[config.mk]
export PLATFORM = sky130hd
export DESIGN_NAME = quad_decoder
export DESIGN_NICKNAME = d
export VERILOG_FILES = /design/src/rtl/quad_pkg.sv /design/src/rtl/quad_filter.sv /design/src/rtl/quad_decoder.sv
export SDC_FILE = /design/constraint.sdc
export NUM_CORES = 1
export LEC_CHECK = 0
export BUFFER_PORTS_ARGS = -buffer_cell sky130_fd_sc_hd__buf_2
export CAP_MARGIN = 20
export CORE_MARGIN = 1
export CORE_UTILIZATION = 40
export CTS_BUF_LIST = sky130_fd_sc_hd__clkbuf_16
export DETAILED_ROUTE_END_ITERATION = 12
export GPL_ROUTABILITY_DRIVEN = 0
export PLACE_DENSITY = 0.59
export SLEW_MARGIN = 5
export SYNTH_ARGS = -nofsm -noshare
export SYNTH_HDL_FRONTEND = slang
export SYNTH_HIERARCHICAL = 1
export SYNTH_SLANG_ARGS = --single-unit
[constraint.sdc]
create_clock -name clk -period 3.2 [get_ports clk]
set_input_delay 0 -clock clk [delete_from_list [all_inputs] [get_ports clk]]
set_output_delay 0 -clock clk [all_outputs]
set_load 0.005 [all_outputs]
[src/rtl/quad_pkg.sv]
`default_nettype none
//==============================================================================
// Package  : quad_pkg
// Desc     : Shared constants, quadrature state encoding and step decoder.
// Revision : 1.0
//==============================================================================
package quad_pkg;

  localparam int ERR_CNT_WIDTH  = 8;
  localparam int FILT_CNT_WIDTH = 4;

  // Encoder state is {A,B}
  localparam logic [1:0] ST_00 = 2'b00;
  localparam logic [1:0] ST_10 = 2'b10;
  localparam logic [1:0] ST_11 = 2'b11;
  localparam logic [1:0] ST_01 = 2'b01;

  typedef enum logic [1:0] {
    STEP_NONE = 2'd0,
    STEP_INC  = 2'd1,
    STEP_DEC  = 2'd2,
    STEP_ILL  = 2'd3
  } step_t;

  function automatic logic [1:0] next_fwd(input logic [1:0] st);
    logic [1:0] nxt;
    nxt = ST_00;
    case (st)
      ST_00:   nxt = ST_10;
      ST_10:   nxt = ST_11;
      ST_11:   nxt = ST_01;
      default: nxt = ST_00;
    endcase
    return nxt;
  endfunction

  function automatic step_t step_decode(input logic [1:0] prev, input logic [1:0] cur);
    step_t step;
    step = STEP_ILL;
    if (cur == prev)
      step = STEP_NONE;
    else if (cur == next_fwd(prev))
      step = STEP_INC;
    else if (prev == next_fwd(cur))
      step = STEP_DEC;
    return step;
  endfunction

endpackage
`default_nettype wire

[src/rtl/quad_filter.sv]
`default_nettype none
//==============================================================================
// Module   : quad_filter
// Desc     : 2-flop synchronizer followed by a run-length deglitch filter.
// Revision : 1.0
//==============================================================================
module quad_filter
  import quad_pkg::*;
#(
  parameter int FILTER_LEN = 4
) (
  input  logic clk,
  input  logic reset,
  input  logic raw_in,
  output logic filt_out
);

  localparam logic [FILT_CNT_WIDTH-1:0] c_run_last = FILT_CNT_WIDTH'(FILTER_LEN - 1);
  localparam logic [FILT_CNT_WIDTH-1:0] c_run_one  = FILT_CNT_WIDTH'(1);

  logic [1:0]                r_sync;
  logic [FILT_CNT_WIDTH-1:0] r_run;
  logic                      r_filt;

  // The output only moves after FILTER_LEN consecutive differing samples
  always_ff @(posedge clk or posedge reset) begin
    if (reset) begin
      r_sync <= 2'b00;
      r_run  <= '0;
      r_filt <= 1'b0;
    end else begin
      r_sync <= {r_sync[0], raw_in};
      if (r_sync[1] == r_filt) begin
        r_run <= '0;
      end else if (r_run == c_run_last) begin
        r_filt <= r_sync[1];
        r_run  <= '0;
      end else begin
        r_run <= r_run + c_run_one;
      end
    end
  end

  assign filt_out = r_filt;

endmodule
`default_nettype wire

[src/rtl/quad_decoder.sv]
`default_nettype none
//==============================================================================
// Module   : quad_decoder
// Desc     : Quadrature encoder front end: deglitch, Gray decode, signed count,
//            illegal-transition flagging and optional periodic velocity.
// Options  : QUAD_VELOCITY_EN - compiles in the period counter and velocity.
// Revision : 1.0
//==============================================================================
module quad_decoder
  import quad_pkg::*;
#(
  parameter int FILTER_LEN  = 4,
  parameter int COUNT_WIDTH = 16,
  parameter int VEL_PERIOD  = 500_000
) (
  input  logic                     clk,
  input  logic                     reset,
  input  logic                     enc_a,
  input  logic                     enc_b,
  input  logic                     clear,
  output logic [COUNT_WIDTH-1:0]   count,
  output logic [COUNT_WIDTH-1:0]   velocity,
  output logic                     vel_valid,
  output logic                     err,
  output logic [ERR_CNT_WIDTH-1:0] err_cnt
);

  localparam int                       c_prime_w  = 5;
  localparam logic [c_prime_w-1:0]     c_prime_at = c_prime_w'(FILTER_LEN + 2);
  localparam logic [c_prime_w-1:0]     c_prime_1  = c_prime_w'(1);
  localparam logic [COUNT_WIDTH-1:0]   c_cnt_one  = COUNT_WIDTH'(1);
  localparam logic [ERR_CNT_WIDTH-1:0] c_err_one  = ERR_CNT_WIDTH'(1);

  generate
    if (FILTER_LEN < 1 || FILTER_LEN > 15 || VEL_PERIOD < 2) begin : g_param_check
      $error("quad_decoder: FILTER_LEN or VEL_PERIOD out of range");
    end
  endgenerate

  logic [1:0] w_raw;
  logic [1:0] w_cur;

  assign w_raw = {enc_a, enc_b};

  generate
    for (genvar gi = 0; gi < 2; gi++) begin : g_filt
      quad_filter #(
        .FILTER_LEN (FILTER_LEN)
      ) u_filt (
        .clk      (clk),
        .reset    (reset),
        .raw_in   (w_raw[gi]),
        .filt_out (w_cur[gi])
      );
    end
  endgenerate

  logic [c_prime_w-1:0] r_prime_cnt;
  logic                 r_primed;
  logic [1:0]           r_prev;
  step_t                w_step;

  // Prime samples the filter once its reset-time latency has elapsed, so the
  // pin levels present at reset release are never decoded as a step
  always_ff @(posedge clk or posedge reset) begin
    if (reset) begin
      r_prime_cnt <= '0;
      r_primed    <= 1'b0;
      r_prev      <= ST_00;
    end else if (!r_primed) begin
      if (r_prime_cnt == c_prime_at) begin
        r_prev   <= w_cur;
        r_primed <= 1'b1;
      end else begin
        r_prime_cnt <= r_prime_cnt + c_prime_1;
      end
    end else begin
      r_prev <= w_cur;
    end
  end

  assign w_step = r_primed ? step_decode(r_prev, w_cur) : STEP_NONE;

  logic [COUNT_WIDTH-1:0]   r_count;
  logic                     r_err;
  logic [ERR_CNT_WIDTH-1:0] r_err_cnt;

  always_ff @(posedge clk or posedge reset) begin
    if (reset) begin
      r_count   <= '0;
      r_err     <= 1'b0;
      r_err_cnt <= '0;
    end else begin
      r_err <= (w_step == STEP_ILL);
      if (w_step == STEP_ILL && r_err_cnt != '1)
        r_err_cnt <= r_err_cnt + c_err_one;
      // clear overrides any step decoded in the same cycle
      if (clear)
        r_count <= '0;
      else if (w_step == STEP_INC)
        r_count <= r_count + c_cnt_one;
      else if (w_step == STEP_DEC)
        r_count <= r_count - c_cnt_one;
    end
  end

  assign count   = r_count;
  assign err     = r_err;
  assign err_cnt = r_err_cnt;

`ifdef QUAD_VELOCITY_EN
  localparam int                   c_per_w    = $clog2(VEL_PERIOD);
  localparam logic [c_per_w-1:0]   c_per_last = c_per_w'(VEL_PERIOD - 1);
  localparam logic [c_per_w-1:0]   c_per_one  = c_per_w'(1);

  logic [c_per_w-1:0]     r_period;
  logic [COUNT_WIDTH-1:0] r_snapshot;
  logic [COUNT_WIDTH-1:0] r_velocity;
  logic                   r_vel_valid;
  logic                   w_per_tc;

  assign w_per_tc = (r_period == c_per_last);

  // Velocity uses the registered count, so a step decoded at terminal count
  // is attributed to the following period
  always_ff @(posedge clk or posedge reset) begin
    if (reset) begin
      r_period    <= '0;
      r_snapshot  <= '0;
      r_velocity  <= '0;
      r_vel_valid <= 1'b0;
    end else begin
      r_vel_valid <= w_per_tc;
      if (w_per_tc) begin
        r_period   <= '0;
        r_velocity <= r_count - r_snapshot;
      end else begin
        r_period <= r_period + c_per_one;
      end
      if (clear)
        r_snapshot <= '0;
      else if (w_per_tc)
        r_snapshot <= r_count;
    end
  end

  assign velocity  = r_velocity;
  assign vel_valid = r_vel_valid;
`else
  assign velocity  = '0;
  assign vel_valid = 1'b0;
`endif

endmodule
`default_nettype wire

==> results of run 1 <==
## worst register-to-register path: cells and delay by family, from the launching register on
family          cells  cell delay, ns
xor+xnor            1            0.15
buf+inv             2            0.53
compound gates      5            1.16
simple gates        1            0.23
flops               1            0.41
fa+ha+maj           1            0.44
## registers in the layout, summed over array words and instances, names as in the netlist
| signal | cells |
|---|---|
| g_filt.u_filt/r_run | 8 |
| g_filt.u_filt/filt_out | 2 |
| err_cnt | 8 |
| r_primed | 1 |
| err | 1 |
| g_filt.u_filt/r_sync | 4 |
| r_prev | 2 |
| r_prime_cnt | 5 |
| count | 16 |
## through the flow
step	hold WS [ns]	utilization [%]	cell area, um^2	worst slack, ns	cells
floorplan	-0.197	-	3080	0.419	320
global placement	-0.0410	43.9	3200	0.331	427
detailed placement	-0.0426	43.9	3200	0.248	427
CTS	0.112	46.4	3380	0.228	438
global route	0.149	46.4	3380	0.00372	438
finish	0.114	46.4	3380	0.223	438
## area by class of cell
class | count | area share, %
clock buffer | 5 | 3.70
timing repair buffer | 36 | 6.07
sequential | 47 | 34.8
multi-input combinational | 238 | 49.9
clock inverter | 3 | 0.814
inverter | 10 | 1.11
tap | 99 | 3.66
## repair_timing
action	in CTS	in global routing
endpoints found under the hold margin	38	0
gates resized for setup	0	1
setup endpoints to repair	0	1
setup buffers	0	0
hold buffers	3	0
## synthesized netlist by cell type, drive strengths merged, types with 6 or more instances
cell type,count
and4,6
a21o,8
dfrtp,47
nor3,6
xor2,8
nand2,26
xnor2,19
nor2,19
ha,21
inv,10
o21ai,12
a211oi,6
a21oi,21
buf,23
## cell families after synthesis
logic type	Yosys count	share of synthesized area, %
simple gates	89	16.1
compound gates	78	18.6
flops	47	39.0
buf+inv	35	7.13
xor+xnor	27	7.84
fa+ha+maj	22	9.37
mux	5	1.87
other cells	1	0.124
## routing by layer
| layer | part of all wire (%) | vias up |
|---|---|---|
| met4 | 1.4 | 0 |
| met3 | 3.4 | 6 |
| met1 | 45 | 1132 |
| li1 | - | 1140 |
| met5 | 0 | - |
| met2 | 50 | 45 |
## final timing paths
check                                                     startpoint                                   end  slack [ns]
worst min register to register  g_filt[0].u_filt/r_sync[0]$_DFF_PP0_  g_filt[0].u_filt/r_sync[1]$_DFF_PP0_        0.35
worst max-delay path                           r_prev[0]$_DFFE_PP0N_                 count[14]$_DFFE_PP0P_        0.22
min in group asynchronous                                      reset  g_filt[1].u_filt/r_sync[0]$_DFF_PP0_        0.19
worst min-delay path                                           clear                  count[0]$_DFFE_PP0P_        0.11
max in group asynchronous                                      reset                  count[7]$_DFFE_PP0P_        2.03
worst max register to register                 r_prev[0]$_DFFE_PP0N_                 count[14]$_DFFE_PP0P_        0.22
## layout by cell type (no fill, tap or decap), drive strengths merged, types with 6 or more instances in the layout
master,count
buf,33
ha,21
a21oi,21
nand2,26
a211oi,6
nor2,19
and4,6
nor3,6
o21ai,12
xnor2,19
dfrtp,47
xor2,8
a21o,8
conb,17
inv,12
==> Implementation_results.wiki, run 1 <==
{| class="wikitable"
! Metric !! Value
|-
| Cell repeated most along the worst path || sky130_fd_sc_hd__a21o_1
|-
| Overall die width || roughly 89 um
|-
| Area of combinational cells with multiple inputs || about 0.0017 mm^2
|-
| Number of enable flip-flop cells after synthesis || 0
|-
| Global-route track usage on met1 || around a fifth
|-
| Estimated wirelength of the detail-placed design || 4370 um
|-
| Share of the cycle needed by the critical path after routing || between 90% and 100%
|-
| Synthesis-stage register bit count || 47
|-
| Mean Syn Cell Area || around 10 um^2
|-
| Num CTS Buffers || 5
|-
| TritonCTS clock tree || built
|-
| Placement Rows || 31
|-
| Initial core utilization || 41.4%
|-
| Worst hold path type || in -> reg
|-
| Routed length per instance || between 10 and 15 um
|-
| Cell taking the most area after synthesis || sky130_fd_sc_hd__dfrtp_1
|-
| Maximum clock skew at final layout || a little under 0.007 ns
|-
| GR Util met3 || 3.36%
|-
| Number of vias in the routed layout || 2323
|-
| Total overflow reported by the global router || 0
|-
| CP arrival || ~3.2 ns
|-
| Worst reg2reg path depth || 10
|-
| Sort of element at the start of the critical path || flop
|-
| Depth of the CTS H-tree || 2
|-
| Run status || complete, no violations
|-
| Clock latency on the worst-skew pair || 0.29 ns
|-
| Critical path buffer and inverter count || 2
|-
| Wire length of the first global-routing pass || 10200 um
|-
| Async set-reset flop share out of synthesis || 100%
|-
| Maximum clock frequency || approximately 0.34 GHz
|-
| Vias per cell || around 5.3
|-
| Most used flip-flop cell after synthesis || sky130_fd_sc_hd__dfrtp_1
|-
| Count of final hold-check violations || 0
|-
| Synth cell types || around 60
|-
| Syn. warnings || 6
|-
| Peak per-stage delay on the critical path || roughly 0.44 ns
|-
| Worst slew margin || about 39%
|-
| Total setup violations reported at the end of the flow || 0
|-
| FF/Latch Area || approximately 0.0012 mm^2
|-
| Antenna violations before repair || 0
|-
| Post-DRT Antenna Nets || 0
|-
| Port buffer count || 29
|-
| Syn Std Cell Area || just over 0.003 mm^2
|-
| Shortest period the worst path allows || around 3.0 ns
|-
| Share of the synthesized area in the top cell type || about two fifths
|-
| Highest-utilization routing layer at the global route stage || met2
|-
| Depth of the worst hold-timing path || 2
|-
| Number of max-slew violations in the final report || 0
|-
| FILL cells || approximately 730
|-
| Worst Path Required || 3.41 ns
|-
| Initial drt markers || between 70 and 80
|-
| Kind of critical path || reg -> reg
|-
| Crit path max fanout || 14
|-
| Cell types occupying the most area after synthesis || sky130_fd_sc_hd__dfrtp_1, sky130_fd_sc_hd__ha_1, sky130_fd_sc_hd__xnor2_1, sky130_fd_sc_hd__buf_4, sky130_fd_sc_hd__a21oi_1
|-
| Unrepaired setup endpoints after global routing || false
|-
| Category of the worst setup path capture point || flop
|-
| Final wirelength || approximately 6000 um
|-
| Die Span Y || just under 90 um
|-
| Count of TritonRoute iterations in the first routing pass || 4
|-
| Worst-case clock buffer depth || 2
|-
| Share of cells above drive strength 1 || 16.8%
|-
| Antenna cell count || 0
|-
| Clock input transition at the sequential cells of the worst setup and hold paths || about 0.070 ns
|-
| Clock root cell || sky130_fd_sc_hd__clkbuf_16
|-
| Delay-heaviest family, CP || compound AO/OA/AOI/OAI gates
|-
| Nets || between 300 and 400
|-
| Synthesis-to-layout area growth || 12.1%
|-
| Number of global-route vias before repair || 2196
|-
| Total negative slack for setup checks || 0 ns
|-
| Global-route usage over all layers || 16.8%
|-
| Cells after Synth || between 300 and 400
|-
| Share of synthesized area occupied by flip-flops and latches || roughly two fifths
|-
| Largest net degree at the start of global routing || 24
|-
| Slew at the pin closest to its max-slew limit || ~0.9 ns
|-
| Cell-by-cell trace of the critical path || xor2_1 > and3_1 > inv_1 > buf_4 > ha_1 > a21o_1 > o21ai_0 > a21o_1 > a311o_1 > a311oi_2
|-
| Boundary Pins || 47
|-
| DR DRC count || 0
|-
| Die Outline Area || 0.00790 mm^2
|-
| Slowest cell on crit path || sky130_fd_sc_hd__ha_1
|-
| Met2 global-route usage || between 20% and 30%
|-
| Area of the core || approximately 0.0073 mm^2
|-
| Instance count on the critical path || 10
|-
| Count of maximum capacitance violations || 0
|-
| Clock sink count || 47
|}
Power of run 1 is not shown: default switching activity piles up to over one toggle a cycle in this logic, so the estimate is an artifact.
==> run 2, diff against run 1 <==
- CORE_UTILIZATION: 40 -> 57
- PLACE_DENSITY: 0.59 -> 0.79
==> Implementation_results.wiki, run 2 (same netlist as run 1, synthesis figures left out) <==
{| class="wikitable"
! Metric !! Value
|-
| Number of vias in the routed layout || 2350 (+1.2%)
|-
| Commonest non-fill, non-tap cell in the layout || sky130_fd_sc_hd__dfrtp_1
|-
| Shortest period the worst path allows || 2.88 ns (-0.0963 ns)
|-
| Clock latency on the worst-skew pair || 0.29 ns (about the same)
|-
| Area of the core || 0.00511 mm^2 (-30%)
|-
| Critical path buffer and inverter count || 2 (unchanged)
|-
| Worst slew margin || 61.9% (+23 points)
|-
| Vias per cell || 5.76 (+8.6%)
|-
| Peak per-stage delay on the critical path || 0.51 ns (+0.07 ns)
|-
| Run status || complete, no violations
|-
| Global-route track usage on met1 || 28.7% (+7.5 points)
|-
| Count of maximum capacitance violations || 0 (unchanged)
|-
| Depth of the CTS H-tree || 2 (unchanged)
|-
| Die Outline Area || 0.00559 mm^2 (-29%)
|-
| Nets || 364 (-0.27%)
|-
| Unrepaired setup endpoints after global routing || false
|-
| Cell-by-cell trace of the critical path || xor2_1 > and3_1 > inv_1 > buf_4 > fa_1 > and3_2 > o2111ai_1 > a31oi_1 > a2111o_1 > o211ai_1
|-
| Port buffer count || 29 (unchanged)
|-
| Maximum clock frequency || 0.347 GHz (+3.3%)
|-
| Highest-count cells in the layout ignoring fill and taps || sky130_fd_sc_hd__dfrtp_1, sky130_fd_sc_hd__buf_2, sky130_fd_sc_hd__nand2_1
|-
| CP arrival || 3.09 ns (-0.10 ns)
|-
| Slew at the pin closest to its max-slew limit || 0.570 ns (-0.343 ns)
|-
| Post-DRT Antenna Nets || 0 (unchanged)
|-
| Worst hold path type || in -> reg
|-
| Slowest cell on crit path || sky130_fd_sc_hd__dfrtp_1
|-
| Core Util, Final || 65.3% (+19 points)
|-
| Number of flip-flops under the largest register name || 16 (unchanged)
|-
| Count of final hold-check violations || 0 (unchanged)
|-
| Final wirelength || 5950 um (-0.93%)
|-
| Synthesis-to-layout area growth || 10.4%
|-
| Category of the worst setup path capture point || flop
|-
| Kind of critical path || reg -> reg
|-
| Count of TritonRoute iterations in the first routing pass || 4 (unchanged)
|-
| TritonCTS clock tree || built
|-
| Estimated wirelength of the detail-placed design || 4260 um (-2.4%)
|-
| Worst Path Required || 3.41 ns (about the same)
|-
| Maximum clock skew at final layout || 0.00384 ns (-0.00293 ns)
|-
| Worst-case clock buffer depth || 2 (unchanged)
|-
| Clock root cell || sky130_fd_sc_hd__clkbuf_16
|-
| Largest net degree at the start of global routing || 34 (+42%)
|-
| Number of max-slew violations in the final report || 0 (unchanged)
|-
| Share of cells above drive strength 1 || 16.6% (-0.25 points)
|-
| Clock sink count || 47 (unchanged)
|-
| Initial drt markers || 194 (+170%)
|-
| Global-route usage over all layers || 23.1% (+6.3 points)
|-
| Antenna cell count || 0 (unchanged)
|-
| Total overflow reported by the global router || 0 (unchanged)
|-
| Clock input transition at the sequential cells of the worst setup and hold paths || 0.07 ns (about the same)
|-
| Placement Rows || 26 (-16%)
|-
| Num CTS Buffers || 5 (unchanged)
|-
| Crit path max fanout || 11 (-3)
|-
| Initial core utilization || 59.1% (+18 points)
|-
| Die Span Y || 74.8 um (-16%)
|-
| Sort of element at the start of the critical path || flop
|-
| Number of gates resized after CTS || 0 (unchanged)
|-
| Routed length per instance || 14.6 um (+6.4%)
|-
| Boundary Pins || 47 (unchanged)
|-
| Wire length of the first global-routing pass || 9830 um (-3.8%)
|-
| Overall die width || 74.8 um (-16%)
|-
| Number of global-route vias before repair || 2182 (-0.64%)
|-
| Total negative slack for setup checks || 0 ns (unchanged)
|-
| FILL cells || 416 (-43%)
|-
| Share of the cycle needed by the critical path after routing || 90.0% (-3.0 points)
|-
| DR DRC count || 0 (unchanged)
|-
| Highest-utilization routing layer at the global route stage || met2
|-
| Met2 global-route usage || 41.3% (+12 points)
|-
| GR Util met3 || 3.35% (-0.011 points)
|-
| Total setup violations reported at the end of the flow || 0 (unchanged)
|-
| Antenna violations before repair || 0 (unchanged)
|-
| Delay-heaviest family, CP || compound AO/OA/AOI/OAI gates
|}
[run 2: changes by cell type in the layout (fill, tap and decap cells not counted), sizes merged]
cell      delta
clkinv       +2
buf          -1
inv          -1
clkinvlp     -1
[run 2: final timing paths]
check,slack (ns),depth (start not counted),to,startpoint
max,0.32,10,count[12]$_DFFE_PP0P_,g_filt[1].u_filt/filt_out$_DFFE_PP0P_
min,0.11,2,count[6]$_DFFE_PP0P_,clear
max reg2reg,0.32,10,count[12]$_DFFE_PP0P_,g_filt[1].u_filt/filt_out$_DFFE_PP0P_
min reg2reg,0.35,0,g_filt[1].u_filt/r_sync[1]$_DFF_PP0_,g_filt[1].u_filt/r_sync[0]$_DFF_PP0_
max in group asynchronous,2.54,4,count[0]$_DFFE_PP0P_,reset
min in group asynchronous,0.19,3,g_filt[0].u_filt/r_sync[1]$_DFF_PP0_,reset
[run 2: worst reg2reg max path, delay by kind of cell (launching register included)]
| kind | cells | cell delay (ns) |
|---|---|---|
| AO/OA/AOI/OAI | 4 | 0.95 |
| flip-flops | 1 | 0.51 |
| AND/OR/NAND/NOR | 2 | 0.48 |
| adder cells (fa/ha/maj) | 1 | 0.42 |
| buffers and inverters | 2 | 0.28 |
| XOR/XNOR | 1 | 0.16 |
[run 2: cell type report]
cell class | instances | area (um^2) | area share (%)
Clock inverter | 3 | 22.5 | 0.676
Multi-Input combinational cell | 238 | 1690 | 50.6
Inverter | 10 | 37.5 | 1.13
Tap cell | 70 | 87.6 | 2.63
Sequential cell | 47 | 1180 | 35.3
Clock buffer | 5 | 125 | 3.75
Timing Repair Buffer | 35 | 198 | 5.93
[run 2: metal layers]
metal	wire [um]	part of all wire, %	vias up
met5	0	0	-
li1	-	-	1141
met2	3000	50	61
met3	219	3.7	12
met4	93	1.6	0
met1	2640	44	1136
[run 2: stage by stage]
step	hold WS (ns)	std cells	cell area, um^2	setup slack, ns
final	0.114	408	3330	0.319
after global routing	0.130	408	3330	0.0429
after CTS	0.112	408	3330	0.307
after detailed placement	-0.0426	397	3160	0.368
after global placement	-0.0482	397	3160	0.418
after floorplan	-0.197	320	3080	0.419
[run 2: what timing repair did]
action / in CTS / in global routing
setup buffers: 0 / 0
endpoints found under the hold margin: 49 / 0
hold buffers: 3 / 0
Power of run 2 is left out for the same reason.
==> run 3, diff against run 2 <==
- CORE_MARGIN: 1 -> 5
==> Implementation_results.wiki, run 3 (same netlist as run 1, synthesis figures left out) <==
{| class="wikitable"
! Metric !! Value
|-
| Number of max-slew violations in the final report || 0 (unchanged)
|-
| Largest net degree at the start of global routing || 34 (unchanged)
|-
| Antenna cell count || 0 (unchanged)
|-
| Clock input transition at the sequential cells of the worst setup and hold paths || 0.07 ns (about the same)
|-
| FILL cells || 431 (+3.6%)
|-
| Count of final hold-check violations || 0 (unchanged)
|-
| Routed length per instance || 15.1 um (+3.7%)
|-
| Die Outline Area || 0.00685 mm^2 (+23%)
|-
| Num CTS Buffers || 5 (unchanged)
|-
| Total setup violations reported at the end of the flow || 0 (unchanged)
|-
| Die Span Y || 82.8 um (+11%)
|-
| Worst slew margin || 62.5% (+0.61 points)
|-
| Estimated wirelength of the detail-placed design || 4490 um (+5.4%)
|-
| Port buffer count || 29 (unchanged)
|-
| Area of combinational cells with multiple inputs || 0.00169 mm^2 (unchanged)
|-
| Clock root cell || sky130_fd_sc_hd__clkbuf_16
|-
| Depth of the worst hold-timing path || 2 (unchanged)
|-
| Antenna violations before repair || 0 (unchanged)
|-
| Maximum clock frequency || 0.332 GHz (-4.5%)
|-
| Count of TritonRoute iterations in the first routing pass || 4 (unchanged)
|-
| DR DRC count || 0 (unchanged)
|-
| CP arrival || 3.21 ns (+0.12 ns)
|-
| Post-DRT Antenna Nets || 0 (unchanged)
|-
| Run status || complete, no violations
|-
| Cell count after placement || 398 (+0.25%)
|-
| Placement Rows || 26 (unchanged)
|-
| Worst Path Required || 3.40 ns (about the same)
|-
| Vias per cell || 5.80 (+0.73%)
|-
| Count of maximum capacitance violations || 0 (unchanged)
|-
| Number of gates resized after CTS || 0 (unchanged)
|-
| Share of cells above drive strength 1 || 16.2% (-0.34 points)
|-
| Kind of critical path || reg -> reg
|-
| Category of the worst setup path capture point || flop
|-
| Non-filler cells in the finished layout || 409 (+0.25%)
|-
| Number of flip-flops under the largest register name || 16 (unchanged)
|-
| Commonest non-fill, non-tap cell in the layout || sky130_fd_sc_hd__dfrtp_1
|-
| Total negative slack for setup checks || 0 ns (unchanged)
|-
| Hold slack || 0.0989 ns (-0.0150 ns)
|-
| Worst reg2reg path depth || 10 (unchanged)
|-
| Boundary Pins || 47 (unchanged)
|-
| Initial core utilization || 58.7% (-0.37 points)
|-
| Slew at the pin closest to its max-slew limit || 0.561 ns (-0.00909 ns)
|-
| Global-route usage over all layers || 20.2% (-2.9 points)
|-
| TritonCTS clock tree || built
|-
| Shortest period the worst path allows || 3.01 ns (+0.134 ns)
|-
| FF/Latch Area || 0.00118 mm^2 (unchanged)
|-
| Initial drt markers || 225 (+16%)
|-
| Wire length of the first global-routing pass || 10600 um (+8.3%)
|-
| Clock latency on the worst-skew pair || 0.29 ns (about the same)
|-
| Number of global-route vias before repair || 2254 (+3.3%)
|-
| Final wirelength || 6180 um (+3.9%)
|-
| Post-placement setup slack || 0.273 ns (-0.0958 ns)
|-
| Depth of the CTS H-tree || 2 (unchanged)
|-
| Highest-count cells in the layout ignoring fill and taps || sky130_fd_sc_hd__dfrtp_1, sky130_fd_sc_hd__buf_2, sky130_fd_sc_hd__nand2_1
|-
| Nets || 365 (+0.27%)
|-
| Area of the core || 0.00514 mm^2 (+0.64%)
|-
| Sort of element at the start of the critical path || flop
|-
| Total overflow reported by the global router || 0 (unchanged)
|-
| Crit path max fanout || 7 (-4)
|-
| Share of the cycle needed by the critical path after routing || 94.2% (+4.2 points)
|-
| Worst-case clock buffer depth || 2 (unchanged)
|-
| Clock sink count || 47 (unchanged)
|-
| Maximum clock skew at final layout || 0.00606 ns (+0.00222 ns)
|-
| Worst hold path type || in -> reg
|-
| Number of vias in the routed layout || 2373 (+0.98%)
|-
| Unrepaired setup endpoints after global routing || false
|-
| Overall die width || 82.8 um (+11%)
|-
| Synthesis-to-layout area growth || 10.5% (about the same)
|-
| Buffers inserted during post-CTS setup optimization || 0 (unchanged)
|-
| Smallest setup slack after layout || 0.185 ns (-0.134 ns)
|}
## run 3: layout make-up
type | count | area share (%)
timing repair buffer | 36 | 6.15
clock inverter | 3 | 0.488
multi-input combinational | 238 | 50.6
tap | 70 | 2.63
inverter | 10 | 1.13
sequential | 47 | 35.3
clock buffer | 5 | 3.75
## run 3: routing by layer
layer,share of wire (%),up-vias,track usage (%),wire length [um]
li1,-,1138,-,-
met1,44,1159,25.3,2690
met2,51,71,35.9,3120
met3,4.9,5,3.69,302
met4,1.0,0,5.07,63
met5,0,-,0,0
## run 3: worst max-delay path: stages, from the launching register on
cell                        delay (ns)
sky130_fd_sc_hd__dfrtp_1          0.48
sky130_fd_sc_hd__xnor2_1          0.21
sky130_fd_sc_hd__and3_1           0.25
sky130_fd_sc_hd__inv_1            0.16
sky130_fd_sc_hd__buf_4            0.19
sky130_fd_sc_hd__fa_1             0.39
sky130_fd_sc_hd__and3_2           0.24
sky130_fd_sc_hd__o2111ai_1        0.27
sky130_fd_sc_hd__a31oi_1          0.19
sky130_fd_sc_hd__a2111o_1         0.43
sky130_fd_sc_hd__o211ai_1         0.11
## run 3: repair_timing
action                     in CTS  in global routing
setup endpoints to repair       0                  0
hold endpoints to repair       49                  0
hold buffers                    3                  0
## run 3: path summary, 6_finish.rpt
check	from	end	slack (ns)
worst max register to register	g_filt[0].u_filt/filt_out$_DFFE_PP0P_	count[12]$_DFFE_PP0P_	0.19
worst min register to register	g_filt[1].u_filt/r_sync[0]$_DFF_PP0_	g_filt[1].u_filt/r_sync[1]$_DFF_PP0_	0.35
min in group asynchronous	reset	g_filt[0].u_filt/r_run[3]$_DFF_PP0_	0.18
worst min-delay path	clear	count[0]$_DFFE_PP0P_	0.1
max in group asynchronous	reset	r_prime_cnt[1]$_DFFE_PP0P_	2.54
worst max-delay path	g_filt[0].u_filt/filt_out$_DFFE_PP0P_	count[12]$_DFFE_PP0P_	0.19
## run 3: metrics by stage
step	utilization (%)	area [um^2]
global placement	61.5	3160
detailed placement	61.5	3160
floorplan	-	3080
global route	64.9	3330
finish	64.9	3330
CTS	64.9	3330
Power of run 3 is left out for the same reason.
